File: src/rtl/serial_mac_sequencer_pkg.sv
// Shared types and default sizing for the serial multiplier MAC sequencer.
// The product width follows the operand width: two full signed operands.
package serial_mac_sequencer_pkg;

    typedef enum logic [1:0] {
        IDLE  = 2'd0,
        ISSUE = 2'd1,
        WAIT  = 2'd2,
        DONE  = 2'd3
    } state_t;

    localparam int DEF_WIDTH   = 9;
    localparam int DEF_PROD_W  = 2 * DEF_WIDTH;
    localparam int DEF_ACC_W   = 24;
    localparam int DEF_CNT_W   = 8;
    localparam int DEF_TIMEOUT = 64;

endpackage

File: src/rtl/serial_mac_sequencer_acc.sv
// Wide signed accumulator with product counter and sticky overflow flag.
// Arithmetic wraps; the overflow flag records that a wrap occurred.
module mac_acc_unit
    import serial_mac_sequencer_pkg::*;
#(
    parameter int PROD_W = DEF_PROD_W,
    parameter int ACC_W  = DEF_ACC_W,
    parameter int CNT_W  = DEF_CNT_W
) (
    input  logic                     clk,
    input  logic                     rst_n,
    input  logic                     add_en,
    input  logic                     clr,
    input  logic signed [PROD_W-1:0] prod,
    output logic signed [ACC_W-1:0]  acc,
    output logic        [CNT_W-1:0]  count,
    output logic                     ovf
);

    function automatic logic signed [ACC_W-1:0] sign_extend(input logic signed [PROD_W-1:0] p);
        return ACC_W'(p);
    endfunction

    // Two same-signed addends producing a sum of the other sign means the add wrapped.
    function automatic logic add_overflow(input logic signed [ACC_W-1:0] a,
                                          input logic signed [ACC_W-1:0] b,
                                          input logic signed [ACC_W-1:0] s);
        return (a[ACC_W-1] == b[ACC_W-1]) && (s[ACC_W-1] != a[ACC_W-1]);
    endfunction

    logic signed [ACC_W-1:0] addend;
    logic signed [ACC_W-1:0] sum;

    always_comb begin
        addend = sign_extend(prod);
        sum    = acc + addend;
    end

    always_ff @(posedge clk or negedge rst_n) begin
        if (!rst_n) begin
            acc   <= '0;
            count <= '0;
            ovf   <= 1'b0;
        end else if (clr) begin
            acc   <= '0;
            count <= '0;
            ovf   <= 1'b0;
        end else if (add_en) begin
            acc   <= sum;
            count <= count + CNT_W'(1);
            if (add_overflow(acc, addend, sum))
                ovf <= 1'b1;
        end
    end

endmodule

File: src/rtl/serial_mac_sequencer.sv
// Feeds operand pairs to a serial signed multiplier one at a time and
// accumulates the products into a dot product handed downstream on last.
module serial_mac_sequencer
    import serial_mac_sequencer_pkg::*;
#(
    parameter int WIDTH   = DEF_WIDTH,
    parameter int ACC_W   = DEF_ACC_W,
    parameter int CNT_W   = DEF_CNT_W,
    parameter int TIMEOUT = DEF_TIMEOUT
) (
    input  logic                      clk,
    input  logic                      rst_n,
    input  logic                      in_valid,
    output logic                      in_ready,
    input  logic signed [WIDTH-1:0]   in_a,
    input  logic signed [WIDTH-1:0]   in_b,
    input  logic                      in_last,
    output logic                      mul_en,
    output logic signed [WIDTH-1:0]   mul_a,
    output logic signed [WIDTH-1:0]   mul_b,
    input  logic                      mul_valid,
    input  logic signed [2*WIDTH-1:0] mul_s,
    output logic                      out_valid,
    input  logic                      out_ready,
    output logic signed [ACC_W-1:0]   out_acc,
    output logic        [CNT_W-1:0]   out_count,
    output logic                      out_ovf,
    output logic                      err_timeout
);

    localparam int PROD_W = 2 * WIDTH;
    localparam int TO_W   = $clog2(TIMEOUT) + 1;

    state_t                    state_q;
    state_t                    state_d;
    logic                      last_q;
    logic                      mul_valid_q;
    logic [TO_W-1:0]           tmo_cnt;
    logic                      capture;
    logic                      timed_out;
    logic                      acc_clr;
    logic signed [PROD_W-1:0]  add_val;

    always_ff @(posedge clk or negedge rst_n) begin
        if (!rst_n)
            state_q <= IDLE;
        else
            state_q <= state_d;
    end

    always_comb begin
        state_d   = state_q;
        in_ready  = 1'b0;
        mul_en    = 1'b0;
        out_valid = 1'b0;
        capture   = 1'b0;
        timed_out = 1'b0;
        acc_clr   = 1'b0;
        case (state_q)
            IDLE: begin
                in_ready = 1'b1;
                if (in_valid)
                    state_d = ISSUE;
            end
            ISSUE: begin
                mul_en  = 1'b1;
                state_d = WAIT;
            end
            WAIT: begin
                // Only a fresh rising edge counts, so a level left high from an earlier op is ignored.
                if (mul_valid && !mul_valid_q)
                    capture = 1'b1;
                else if (tmo_cnt == TO_W'(TIMEOUT - 1))
                    timed_out = 1'b1;
                if (capture || timed_out)
                    state_d = last_q ? DONE : IDLE;
            end
            DONE: begin
                out_valid = 1'b1;
                if (out_ready) begin
                    acc_clr = 1'b1;
                    state_d = IDLE;
                end
            end
            default: state_d = IDLE;
        endcase
    end

    always_ff @(posedge clk or negedge rst_n) begin
        if (!rst_n) begin
            mul_a       <= '0;
            mul_b       <= '0;
            last_q      <= 1'b0;
            mul_valid_q <= 1'b0;
            tmo_cnt     <= '0;
            err_timeout <= 1'b0;
        end else begin
            mul_valid_q <= mul_valid;
            if (state_q == IDLE && in_valid) begin
                mul_a  <= in_a;
                mul_b  <= in_b;
                last_q <= in_last;
            end
            if (state_q == ISSUE)
                tmo_cnt <= '0;
            else if (state_q == WAIT)
                tmo_cnt <= tmo_cnt + TO_W'(1);
            if (timed_out)
                err_timeout <= 1'b1;
        end
    end

    // A timed-out operation still advances the count but contributes nothing to the sum.
    always_comb begin
        add_val = mul_s;
        if (timed_out)
            add_val = '0;
    end

    mac_acc_unit #(
        .PROD_W (PROD_W),
        .ACC_W  (ACC_W),
        .CNT_W  (CNT_W)
    ) u_acc (
        .clk    (clk),
        .rst_n  (rst_n),
        .add_en (capture || timed_out),
        .clr    (acc_clr),
        .prod   (add_val),
        .acc    (out_acc),
        .count  (out_count),
        .ovf    (out_ovf)
    );

endmodule

File: config.mk
export PLATFORM = sky130hd
export DESIGN_NAME = serial_mac_sequencer
export DESIGN_NICKNAME = d
export VERILOG_FILES = /design/src/rtl/serial_mac_sequencer_pkg.sv /design/src/rtl/serial_mac_sequencer_acc.sv /design/src/rtl/serial_mac_sequencer.sv
export SDC_FILE = /design/constraint.sdc
export NUM_CORES = 1
export LEC_CHECK = 0
export ABC_AREA = 1
export CAP_MARGIN = 20
export CORE_UTILIZATION = 55
export CTS_BUF_LIST = sky130_fd_sc_hd__clkbuf_4 sky130_fd_sc_hd__clkbuf_8 sky130_fd_sc_hd__clkbuf_16
export CTS_CLUSTER_SIZE = 8
export DETAILED_ROUTE_END_ITERATION = 8
export PLACE_DENSITY = 0.88
export SETUP_SLACK_MARGIN = 0.4
export SYNTH_ARGS = -nofsm -noshare
export SYNTH_HDL_FRONTEND = slang
export SYNTH_SLANG_ARGS = --single-unit
File: constraint.sdc
create_clock -name clk -period 5.3 [get_ports clk]
set_input_delay 1.06 -clock clk [delete_from_list [all_inputs] [get_ports clk]]
set_output_delay 1.06 -clock clk [all_outputs]
set_load 0.02 [all_outputs]
==> summary.txt <==
syn_nets -> 640
crit-path cells -> clkdlybuf4s50_1 > inv_1 > nor2_1 > nor2_1 > nand2_4 > clkinv_1 > nor2_1 > ha_1 > fa_1 > nand2_1 > nand3_1 > nand3_1 > nand2_1 > nand2_1 > nand2_1 > nand3_1 > nand2_1 > nand2_1 > nand3_1 > nand2_1
synthesized instance count -> 568
fin util -> 74.67%
CP most frequent cell -> nand2_1
critical path peak fanout -> 18
Storage cell area -> 1577 um^2
Synth Area per Inst -> 7.443 um^2
Top Ports -> 97
H-tree levels -> 3
Final Net Count -> 741
power density over the cells -> 516.5 nW/um^2
xor and xnor area share after synthesis -> 1.036%
GRT Residual Overflow -> 0
n_diodes -> 0
WP buf/inv -> 3
crit share post-route -> 73.67%
initial antenna violation count -> 0
Compound-Gate Fraction of Synth Area -> 10.92%
setup violators final -> 0
Worst EP required -> 5.55 ns
GP Congestion -> 0.8912
EDFF count, synth -> 0
Critical Path Slowest Stage Cell -> clkdlybuf4s50_1
peak supply drop -> 399.7 uV
Final HPWL DP -> 8.432 mm
Global Route Usage Sum -> 29.08%
area of the multi-input gates -> 2276 um^2
wire length per cell -> 14.45 um
Clk Latency, worst-skew pair -> 0.35 ns
die width -> 89.68 um
Startpoint Class -> primary input
largest family of logic cells by synthesized area -> simple AND/OR/NAND/NOR gates
DR vias -> 4164
worst min-delay path class -> reg -> reg
slew of the pin with the lowest slew margin -> 0.8170 ns
Starting Density -> 57.67%
core box area -> 7331 um^2
Setup CP Type -> in -> reg
die area -> 8042 um^2
Initial DRT Pass Iterations -> 5
crit-path leading delay family -> simple AND/OR/NAND/NOR gates
drt drc -> 0
post-synth top area share -> 37.29%
Syn Std Cell Area -> 4228 um^2
CP endpoint kind -> register
r2r setup slk -> 1.98 ns
sequential share of the synthesized area -> 37.29%
most frequent cells in the layout -> 151 x nand2_1, 95 x clkdlybuf4s50_1, 85 x inv_1
largest net degree at the start of global routing -> 64
area grow syn2layout -> 29.48%
Final Hold Violating Endpoints -> 0
CP peak stage delay -> 0.47 ns
post-route ant nets -> 0
Tmin final -> 3.904 ns
Rel. slew slack -> 45.53%
commonest non-fill, non-tap cell in the layout -> nand2_1
post-synthesis simple-gate area fraction -> 27.76%
Iter 0 DRT Violations -> 177
Max clock buf depth -> 2
Worst-path clk slew -> 0.08 ns
layout cells sized above 1 -> 7.270%
clock buffer count from CTS -> 9
status -> completed
RSZ-0062 raised after global routing -> no
standard-cell rows -> 31
Max Slew Vio Count -> 0
synthesized-area fraction occupied by adder cells -> 9.056%
first-pass GRT wire length -> 17.77 mm
FF+latch count, synth -> 63
post-cts repair resize count -> 0
Async S/R FF share, synth -> 100.0%
Pleak -> 2.816 nW
fill cell count -> 553
drt total wl -> 11.17 mm
worst hold slack -> 0.4823 ns
Synth cell types -> 37
CTS Sinks -> 63
number of buffers added for setup after CTS -> 0
Worst EP arrival -> 4.15 ns
hold buffers post-CTS -> 0
Syn. warnings -> 0
Die Span Y -> 89.68 um
ys flop type -> dfrtp_1
CTS root buffer -> clkbuf_8
setup_tns -> 0 ns
vias in the first global route -> 4148
mux cell area share after synthesis -> 5.061%
Fin Clk Skew -> 0.008898 ns
TritonCTS clock tree -> done
cell taking the most area after synthesis -> dfrtp_1
fmax -> 256.1 MHz
max-cap violation count -> 0
port buffer count -> 96
largest cells by area after synthesis -> dfrtp_1 37%, nand2_1 13%, ha_1 8.6%, inv_1 7.5%, mux2_2 5.1%
Avg Vias per Cell -> 5.387
power breakdown:
| group | switching (mW) | internal (mW) | total, mW |
|---|---|---|---|
| clock network | 0.221 | 0.224 | 0.445 |
| logic | 0.900 | 0.677 | 1.58 |
| registers | 0.143 | 0.662 | 0.805 |
worst register-to-register path, stage by stage (launching register included):
cell and delay [ns]:
dfrtp_1 0.43, inv_1 0.11, ha_1 0.24, inv_1 0.10, nor2_1 0.09, nand2_4 0.12, clkinv_1 0.41, nor2_1 0.23
ha_1 0.23, fa_1 0.26, nand2_1 0.09, nand3_1 0.09, nand3_1 0.08, nand2_1 0.17, nand2_1 0.08, nand2_1 0.14
nand3_1 0.11, nand2_1 0.08, nand2_1 0.05, nand3_1 0.06, nand2_1 0.05
layer usage:
metal  wire (um)  vias to the layer above  GRT usage (%)
met5           0                        -              0
met2        5498                      150          50.62
met1        4592                     1944          33.14
met3         789                       31          9.049
met4         287                        0          11.98
li1            -                     2039              -
per-stage QoR:
| stage | area, um^2 | worst slack, ns | std cells | power, mW |
|---|---|---|---|---|
| global route | 5474 | 1.057 | 773 | 3.040 |
| global placement | 5270 | 1.204 | 757 | 2.331 |
| CTS | 5474 | 1.401 | 773 | 2.828 |
| finish | 5474 | 1.396 | 773 | 2.827 |
| floorplan | 4228 | 2.095 | 568 | 1.787 |
| detailed placement | 5270 | 1.099 | 757 | 2.369 |
cell type report:
class                           count  share of cell area (%)
Clock inverter                      7                   1.463
Tap cell                           99                   2.263
Inverter                           88                   6.034
Sequential cell                    63                   28.80
Timing Repair Buffer               97                   17.60
Clock buffer                        9                   2.263
Multi-Input combinational cell    410                   41.58
registers in the layout, indices dropped and copies added (netlist names):
signal	flops
u_acc.acc	24
mul_a	9
mul_b	9
u_acc.count	8
tmo_cnt	7
state_q	2
err_timeout	1
last_q	1
mul_valid_q	1
u_acc.ovf	1
logic make-up (layout without fill, tap and decap cells):
kind of cell / count (synthesis) / in the layout
and+or+nand+nor: 271 / 271
AOI/OAI and AO/OA: 85 / 85
xor gates and xnor gates: 5 / 5
DFF: 63 / 63
buffers and inverters: 95 / 201
adders and majority gates: 30 / 30
muxes: 19 / 19
synthesized netlist by cell type (2+ instances only):
| cell | number |
|---|---|
| buf_4 | 2 |
| nand4_1 | 10 |
| nand3_1 | 34 |
| ha_1 | 29 |
| a22o_1 | 3 |
| o22ai_1 | 2 |
| nand2_1 | 151 |
| and2_1 | 3 |
| nor2_1 | 50 |
| nor3_1 | 13 |
| buf_2 | 3 |
| inv_1 | 85 |
| o21ai_1 | 5 |
| mux2_2 | 19 |
| o21bai_1 | 4 |
| xor2_1 | 2 |
| inv_2 | 2 |
| a21oi_1 | 41 |
| nand2_4 | 2 |
| dfrtp_1 | 63 |
| o21ai_0 | 26 |
| nand2_2 | 2 |
| xnor2_1 | 3 |
final timing paths:
kind | start | cells past startpoint | endpoint
hold reg to reg | err_timeout | 1 | err_timeout
setup / recovery | mul_valid | 20 | u_acc.acc[16]
hold / removal | err_timeout | 1 | err_timeout
max in group asynchronous | rst_n | 2 | u_acc.count[4]
min in group asynchronous | rst_n | 2 | u_acc.acc[10]
setup reg to reg | state_q[0] | 20 | u_acc.acc[16]
No activity file was read; power rests on OpenSTA's default activity.
